--- src/rtl/uart_pkg.sv ---
// ---------------------------------------------------------------------------
// uart_pkg
// Shared types and helpers for the UART transmit path.
//   parity_e   : parity mode selector (none / odd / even)
//   tx_state_e : transmitter FSM states
//   calc_div   : rounded clock-cycles-per-bit divisor
// ---------------------------------------------------------------------------
package uart_pkg;

    typedef enum logic [1:0] {
        PAR_NONE = 2'd0,
        PAR_ODD  = 2'd1,
        PAR_EVEN = 2'd2
    } parity_e;

    typedef enum logic [2:0] {
        TX_IDLE   = 3'd0,
        TX_START  = 3'd1,
        TX_DATA   = 3'd2,
        TX_PARITY = 3'd3,
        TX_STOP   = 3'd4
    } tx_state_e;

    // Nearest-integer divisor: adding half the baud rate rounds the quotient.
    function automatic int unsigned calc_div(input int unsigned clk_hz,
                                             input int unsigned baud);
        return (clk_hz + baud / 2) / baud;
    endfunction

endpackage

--- src/rtl/uart_baud_gen.sv ---
// ---------------------------------------------------------------------------
// uart_baud_gen
// Bit-period counter. Counts 0..DIV-1 while enabled and pulses out_tick
// for one cycle when the count reaches DIV-1, wrapping back to 0.
//   in_clk     : system clock
//   in_rst_n   : asynchronous active-low reset (counter -> 0)
//   in_restart : synchronous restart, forces the counter to 0
//   in_en      : count enable
//   out_tick   : one-cycle pulse at the last cycle of each bit period
// ---------------------------------------------------------------------------
module uart_baud_gen #(
    parameter int unsigned DIV = 234
) (
    input  logic in_clk,
    input  logic in_rst_n,
    input  logic in_restart,
    input  logic in_en,
    output logic out_tick
);

    localparam int CNT_W = (DIV > 1) ? $clog2(DIV) : 1;
    localparam logic [CNT_W-1:0] CNT_MAX = CNT_W'(DIV - 1);

    logic [CNT_W-1:0] cnt_reg;
    logic [CNT_W-1:0] cnt_next;

    always_comb begin
        cnt_next = cnt_reg;
        if (in_restart) begin
            cnt_next = '0;
        end else if (in_en) begin
            if (cnt_reg == CNT_MAX) begin
                cnt_next = '0;
            end else begin
                cnt_next = cnt_reg + 1'b1;
            end
        end
    end

    always_ff @(posedge in_clk or negedge in_rst_n) begin
        if (!in_rst_n) begin
            cnt_reg <= '0;
        end else begin
            cnt_reg <= cnt_next;
        end
    end

    // A restart takes priority so a fresh frame never inherits a stale tick.
    assign out_tick = in_en && !in_restart && (cnt_reg == CNT_MAX);

endmodule

--- src/rtl/uart_tx_engine.sv ---
// ---------------------------------------------------------------------------
// uart_tx_engine
// UART transmitter: frames a byte as start, 8 data bits LSB-first,
// optional parity and 1 or 2 stop bits. All outputs are registered.
//   in_clk   : system clock
//   in_rst_n : asynchronous active-low reset
//   in_data  : byte to send, latched when a request is accepted
//   in_s_en  : send request, accepted only while out_s_bs is low
//   out_s_bs : busy, high for the whole frame
//   out_s_rd : one-cycle pulse when the frame has completed
//   out_tx   : serial line, idles high
// ---------------------------------------------------------------------------
module uart_tx_engine
    import uart_pkg::*;
#(
    parameter int unsigned CLK_HZ    = 27_000_000,
    parameter int unsigned BAUD      = 115200,
    parameter int unsigned PARITY    = 0,
    parameter int unsigned STOP_BITS = 1
) (
    input  logic       in_clk,
    input  logic       in_rst_n,
    input  logic [7:0] in_data,
    input  logic       in_s_en,
    output logic       out_s_bs,
    output logic       out_s_rd,
    output logic       out_tx
);

    localparam int unsigned DIV = calc_div(CLK_HZ, BAUD);
    localparam parity_e PAR_MODE = (PARITY == 1) ? PAR_ODD :
                                   ((PARITY == 2) ? PAR_EVEN : PAR_NONE);
    localparam bit HAS_PARITY = (PAR_MODE != PAR_NONE);
    // Value of the 1-bit stop counter during the last stop bit.
    localparam logic STOP_LAST = (STOP_BITS == 2) ? 1'b1 : 1'b0;

    if (DIV < 2) begin : g_bad_div
        $fatal(1, "uart_tx_engine: clock-to-baud divisor must be at least 2");
    end
    if (PARITY > 2) begin : g_bad_parity
        $fatal(1, "uart_tx_engine: PARITY must be 0, 1 or 2");
    end
    if ((STOP_BITS != 1) && (STOP_BITS != 2)) begin : g_bad_stop
        $fatal(1, "uart_tx_engine: STOP_BITS must be 1 or 2");
    end

    tx_state_e  state_reg, state_next;
    logic [7:0] shift_reg, shift_next;
    logic [2:0] bit_idx_reg, bit_idx_next;
    logic       stop_cnt_reg, stop_cnt_next;
    logic       parity_reg, parity_next;
    logic       tx_reg, tx_next;
    logic       bs_reg, bs_next;
    logic       rd_reg, rd_next;

    logic       accept;
    logic       tick;

    assign accept = in_s_en && !bs_reg;

    uart_baud_gen #(
        .DIV (DIV)
    ) u_baud_gen (
        .in_clk     (in_clk),
        .in_rst_n   (in_rst_n),
        .in_restart (accept),
        .in_en      (bs_reg),
        .out_tick   (tick)
    );

    // Next-state logic also computes the next value of each registered
    // output, so out_tx changes only on clock edges.
    always_comb begin
        state_next    = state_reg;
        shift_next    = shift_reg;
        bit_idx_next  = bit_idx_reg;
        stop_cnt_next = stop_cnt_reg;
        parity_next   = parity_reg;
        tx_next       = tx_reg;
        bs_next       = bs_reg;
        rd_next       = 1'b0;

        case (state_reg)
            TX_IDLE: begin
                if (accept) begin
                    state_next    = TX_START;
                    shift_next    = in_data;
                    parity_next   = (PAR_MODE == PAR_ODD) ? ~^in_data : ^in_data;
                    bit_idx_next  = 3'd0;
                    stop_cnt_next = 1'b0;
                    tx_next       = 1'b0;
                    bs_next       = 1'b1;
                end
            end
            TX_START: begin
                if (tick) begin
                    state_next = TX_DATA;
                    tx_next    = shift_reg[0];
                    shift_next = {1'b0, shift_reg[7:1]};
                end
            end
            TX_DATA: begin
                if (tick) begin
                    if (bit_idx_reg == 3'd7) begin
                        if (HAS_PARITY) begin
                            state_next = TX_PARITY;
                            tx_next    = parity_reg;
                        end else begin
                            state_next = TX_STOP;
                            tx_next    = 1'b1;
                        end
                    end else begin
                        // shift_reg[0] already holds the next data bit.
                        tx_next      = shift_reg[0];
                        shift_next   = {1'b0, shift_reg[7:1]};
                        bit_idx_next = bit_idx_reg + 3'd1;
                    end
                end
            end
            TX_PARITY: begin
                if (tick) begin
                    state_next = TX_STOP;
                    tx_next    = 1'b1;
                end
            end
            TX_STOP: begin
                if (tick) begin
                    if (stop_cnt_reg == STOP_LAST) begin
                        state_next = TX_IDLE;
                        bs_next    = 1'b0;
                        rd_next    = 1'b1;
                    end else begin
                        stop_cnt_next = 1'b1;
                    end
                end
            end
            default: begin
                state_next = TX_IDLE;
                tx_next    = 1'b1;
                bs_next    = 1'b0;
            end
        endcase
    end

    always_ff @(posedge in_clk or negedge in_rst_n) begin
        if (!in_rst_n) begin
            state_reg    <= TX_IDLE;
            shift_reg    <= 8'h00;
            bit_idx_reg  <= 3'd0;
            stop_cnt_reg <= 1'b0;
            parity_reg   <= 1'b0;
            tx_reg       <= 1'b1;
            bs_reg       <= 1'b0;
            rd_reg       <= 1'b0;
        end else begin
            state_reg    <= state_next;
            shift_reg    <= shift_next;
            bit_idx_reg  <= bit_idx_next;
            stop_cnt_reg <= stop_cnt_next;
            parity_reg   <= parity_next;
            tx_reg       <= tx_next;
            bs_reg       <= bs_next;
            rd_reg       <= rd_next;
        end
    end

    assign out_tx   = tx_reg;
    assign out_s_bs = bs_reg;
    assign out_s_rd = rd_reg;

endmodule

--- config.mk ---
export PLATFORM = sky130hd
export DESIGN_NAME = uart_tx_engine
export DESIGN_NICKNAME = d
export VERILOG_FILES = /design/src/rtl/uart_pkg.sv /design/src/rtl/uart_baud_gen.sv /design/src/rtl/uart_tx_engine.sv
export SDC_FILE = /design/constraint.sdc
export NUM_CORES = 1
export LEC_CHECK = 0
export ABC_AREA = 1
export CAP_MARGIN = 40
export CORE_MARGIN = 3
export CORE_UTILIZATION = 50
export CTS_CLUSTER_SIZE = 10
export DETAILED_ROUTE_END_ITERATION = 8
export GPL_TIMING_DRIVEN = 0
export PLACE_DENSITY = 0.75
export SYNTH_ARGS = -nofsm -noshare
export SYNTH_HDL_FRONTEND = slang
export SYNTH_SLANG_ARGS = --single-unit
--- constraint.sdc ---
create_clock -name in_clk -period 1.9 [get_ports in_clk]
set_clock_uncertainty 0.15 [all_clocks]
set_input_delay 0.285 -clock in_clk [delete_from_list [all_inputs] [get_ports in_clk]]
set_output_delay 0.285 -clock in_clk [all_outputs]
set_load 0.02 [all_outputs]
==> results of run 1 <==
==> metrics by stage <==
stage / TNS (ns) / util, % / instance area, µm² / total power [mW]
6_report: 0 / 64.1 / 1650 / 2.45
2_1_floorplan: 0 / - / 1400 / 1.85
3_3_place_gp: 0 / 61.1 / 1570 / 2.08
3_5_place_dp: 0 / 61.7 / 1580 / 2.15
5_1_grt: -0.0364 / 64.1 / 1650 / 2.69
4_1_cts: 0 / 62.7 / 1610 / 2.39
==> path summary, 6_finish.rpt <==
| kind | startpoint | depth (start not counted) | slack [ns] | to |
|---|---|---|---|---|
| worst min register to register | out_tx$_DFFE_PN1P_ | 2 | 0.34 | out_tx$_DFFE_PN1P_ |
| max in group asynchronous | in_rst_n | 2 | 0.84 | out_s_bs$_DFFE_PN0P_ |
| worst min-delay path | in_rst_n | 1 | 0.22 | state_reg[0]$_DFFE_PN0P_ |
| worst max register to register | bit_idx_reg[0]$_DFFE_PN0P_ | 9 | 0.06 | shift_reg[6]$_DFFE_PN0P_ |
| worst max-delay path | bit_idx_reg[0]$_DFFE_PN0P_ | 9 | 0.06 | shift_reg[6]$_DFFE_PN0P_ |
| min in group in_clk | out_tx$_DFFE_PN1P_ | 2 | 0.34 | out_tx$_DFFE_PN1P_ |
==> cell type report <==
cell class              count  area share, %
multi-input cells         122           42.1
inverters                  24           5.48
flip-flops and latches     25           38.2
clock buffers               4           1.60
repair buffers             15           9.20
well taps                  30           2.28
plain buffers               2           1.22
==> report_power, final <==
| part | leakage, nW | switching, mW | total (mW) | internal, mW |
|---|---|---|---|---|
| sequential | 0.323 | 0.142 | 0.853 | 0.711 |
| combinational | 0.440 | 0.843 | 1.36 | 0.518 |
| clock | 0.0150 | 0.153 | 0.235 | 0.0821 |
==> worst max-delay path, stage by stage (launching register included) <==
cell	delay, ns
sky130_fd_sc_hd__dfrtp_1	0.42
sky130_fd_sc_hd__ha_1	0.20
sky130_fd_sc_hd__ha_1	0.17
sky130_fd_sc_hd__inv_1	0.08
sky130_fd_sc_hd__nand2_1	0.07
sky130_fd_sc_hd__a21oi_2	0.22
sky130_fd_sc_hd__nand3_4	0.14
sky130_fd_sc_hd__buf_8	0.18
sky130_fd_sc_hd__nand2_2	0.06
sky130_fd_sc_hd__o21ai_2	0.05
==> kinds of logic after synthesis <==
group	Yosys count	share of synthesized area [%]
buffers and inverters	26	7.59
XOR/XNOR	2	1.25
AO/OA/AOI/OAI	35	16.1
AND/OR/NAND/NOR	81	26.8
flip-flops	25	44.7
adder cells (fa/ha/maj)	4	3.57
==> per-layer routing <==
layer  wire length, µm  track usage [%]  vias to the layer above
li1                  -                -                      603
met1              1340             23.9                      580
met2              1380             31.4                       27
met3               114             3.07                        7
met4                48             8.09                        0
met5                 0                0                        -
==> Yosys cell counts (2+ instances only) <==
cell	instances	area share, %
sky130_fd_sc_hd__inv_2	3	0.80
sky130_fd_sc_hd__nor2_1	9	2.4
sky130_fd_sc_hd__nand3_1	9	3.2
sky130_fd_sc_hd__a21oi_1	6	2.1
sky130_fd_sc_hd__ha_1	4	3.6
sky130_fd_sc_hd__dfrtp_1	24	43
sky130_fd_sc_hd__inv_1	21	5.6
sky130_fd_sc_hd__nand3_2	2	1.4
sky130_fd_sc_hd__o21ai_0	13	4.6
sky130_fd_sc_hd__nor2_2	3	1.3
sky130_fd_sc_hd__o22ai_1	4	1.8
sky130_fd_sc_hd__o21ai_2	9	5.6
sky130_fd_sc_hd__nand2_2	4	1.8
sky130_fd_sc_hd__nand2_1	46	12
sky130_fd_sc_hd__nand4_1	6	2.7
==> timing repair <==
item | in CTS | in global routing
setup endpoints to repair | 1 | 12
gates cloned | 0 | 0
setup buffers | 0 | 1
pin swaps | 0 | 1
gates resized for setup | 1 | 6
==> results.txt, run 1 <==
----------------------------------------------------
[Status]
  Outcome ... finished clean

[Final layout]
  Fraction of layout cells with a size suffix above 1 ... 17.2%
  Leading cell type in the layout, fill and taps excluded ... sky130_fd_sc_hd__nand2_1
  Final non-filler cell total ... 222
  Area growth from synthesis to final layout ... 17.4%
  FF/Latch Area ... 628 µm²
  Area of the multi-input gates ... 692 µm²
  Total of fill cells in the finished design ... 235
  Number of inserted diodes ... 0
  Post-layout net count ... 208
  Most frequent cells in the layout ... 46 x sky130_fd_sc_hd__nand2_1, 23 x sky130_fd_sc_hd__dfrtp_1, 21 x sky130_fd_sc_hd__inv_1

[Route]
  Antenna Nets Post-Route ... 0
  Starting DRT DRC Count ... 59
  Total via count after detailed routing ... 1217
  Detail-routed via count per cell ... 5.48
  Sum of routed wire length over all layers ... 2880 µm
  Routed wire length per instance ... 13.0 µm
  Total DRC errors in the routed layout ... 0
  Length of the first detailed-routing pass in iterations ... 4

[Pwr]
  Leakage power of the design ... 0.778 nW
  Highest ir drop seen on vdd ... 0.00110 V
  Power density over the cells ... 1490 nW/µm²

[Placed design]
  GP Congestion ... 0.790
  DP Wirelength ... 2170 µm
  Number of port buffers ... 13
  Number of instances in the placed design ... 217
  DP Worst Slack ... 0.0338 ns

[Clocking]
  Root Driver ... sky130_fd_sc_hd__clkbuf_4
  Number of buffers inserted for hold repair after clock tree synthesis ... 0
  Deepest clock path buffer count ... 2
  CTS Buf Count ... 3
  CTS clock-pin slew for the worst setup and hold paths ... 0.13 ns
  Clock tree sinks ... 25
  Skew-Pair Late Insertion Delay ... 0.32 ns
  Max H-tree Level ... 1
  Clock tree from TritonCTS ... done

[Job]
  Maximum Capacitance Violations ... 0

[Logic synthesis]
  Post-Synthesis Cell Area ... 1400 µm²
  Count of cell types in the netlist ... 25
  Number of enable-type register cells in the synthesized netlist ... 0
  Primary FF master, synth ... sky130_fd_sc_hd__dfrtp_1
  Total number of yosys warnings ... 0
  Share of flip-flops with an asynchronous set or reset after synthesis ... 100%
  Synthesized net count ... 188
  Share of synthesized area occupied by flip-flops and latches ... 44.7%
  #FFs+latches synth ... 25
  Syn avg cell area ... 8.10 µm²
  Post-Synthesis Cells ... 173

[Worst setup path]
  Kind of end point of the critical path ... flop
  Data arrival time of the critical path ... 1.90 ns
  Required arrival time at the worst endpoint ... 1.96 ns
  Largest fanout of any net on the critical path ... 10
  Startpoint Class ... flop
  Critical path type ... reg -> reg

[Die]
  Die Y ... 58.9 µm
  Horizontal die dimension ... 58.9 µm
  Effective utilization at floorplan ... 54.6%
  Placeable core area ... 2570 µm²
  Die area ... 3470 µm²
  Number of primary I/O pins ... 14
  Placement Rows ... 18

[GRT]
  Overall track demand over capacity in global routing ... 18.8%
  Total congestion overflow after global routing ... 0
  Largest net degree at the start of global routing ... 15
  First-pass GRT wire length ... 4970 µm
  Initial antenna violation count ... 0
  Vias in the first global route ... 1165

[STA]
  Tcrit/Tclk final ... 96.8%
  Worst slew slack as a fraction of its limit ... 52.9%
  Count of final max-slew check failures ... 0
  Period minus WS final ... 1.84 ns
  Number of endpoints failing setup at the final stage ... 0
  Fmax ... 544 MHz
  Final hold violation count ... 0
  Fin worst setup slack ... 0.0603 ns
  Pin slew with the least headroom to its limit ... 0.704 ns
  Worst hold slack ... 0.220 ns
  RSZ-0062 raised after global routing ... yes

[Worst hold path]
  Worst hold-check path type ... in -> async

----------------------------------------------------
Note: power is estimated with default switching activity, not from simulation.
==> inputs of run 2 (changes only) <==
--- a/config.mk
+++ b/config.mk
@@ -9,7 +9,7 @@
 export CAP_MARGIN = 40
 export CORE_MARGIN = 3
 export CORE_UTILIZATION = 50
-export CTS_CLUSTER_SIZE = 10
+export CTS_CLUSTER_SIZE = 20
 export DETAILED_ROUTE_END_ITERATION = 8
 export GPL_TIMING_DRIVEN = 0
 export PLACE_DENSITY = 0.75
==> results of run 2 <==
Same layout as run 1: the final DEF is identical, and so are final timing and power.
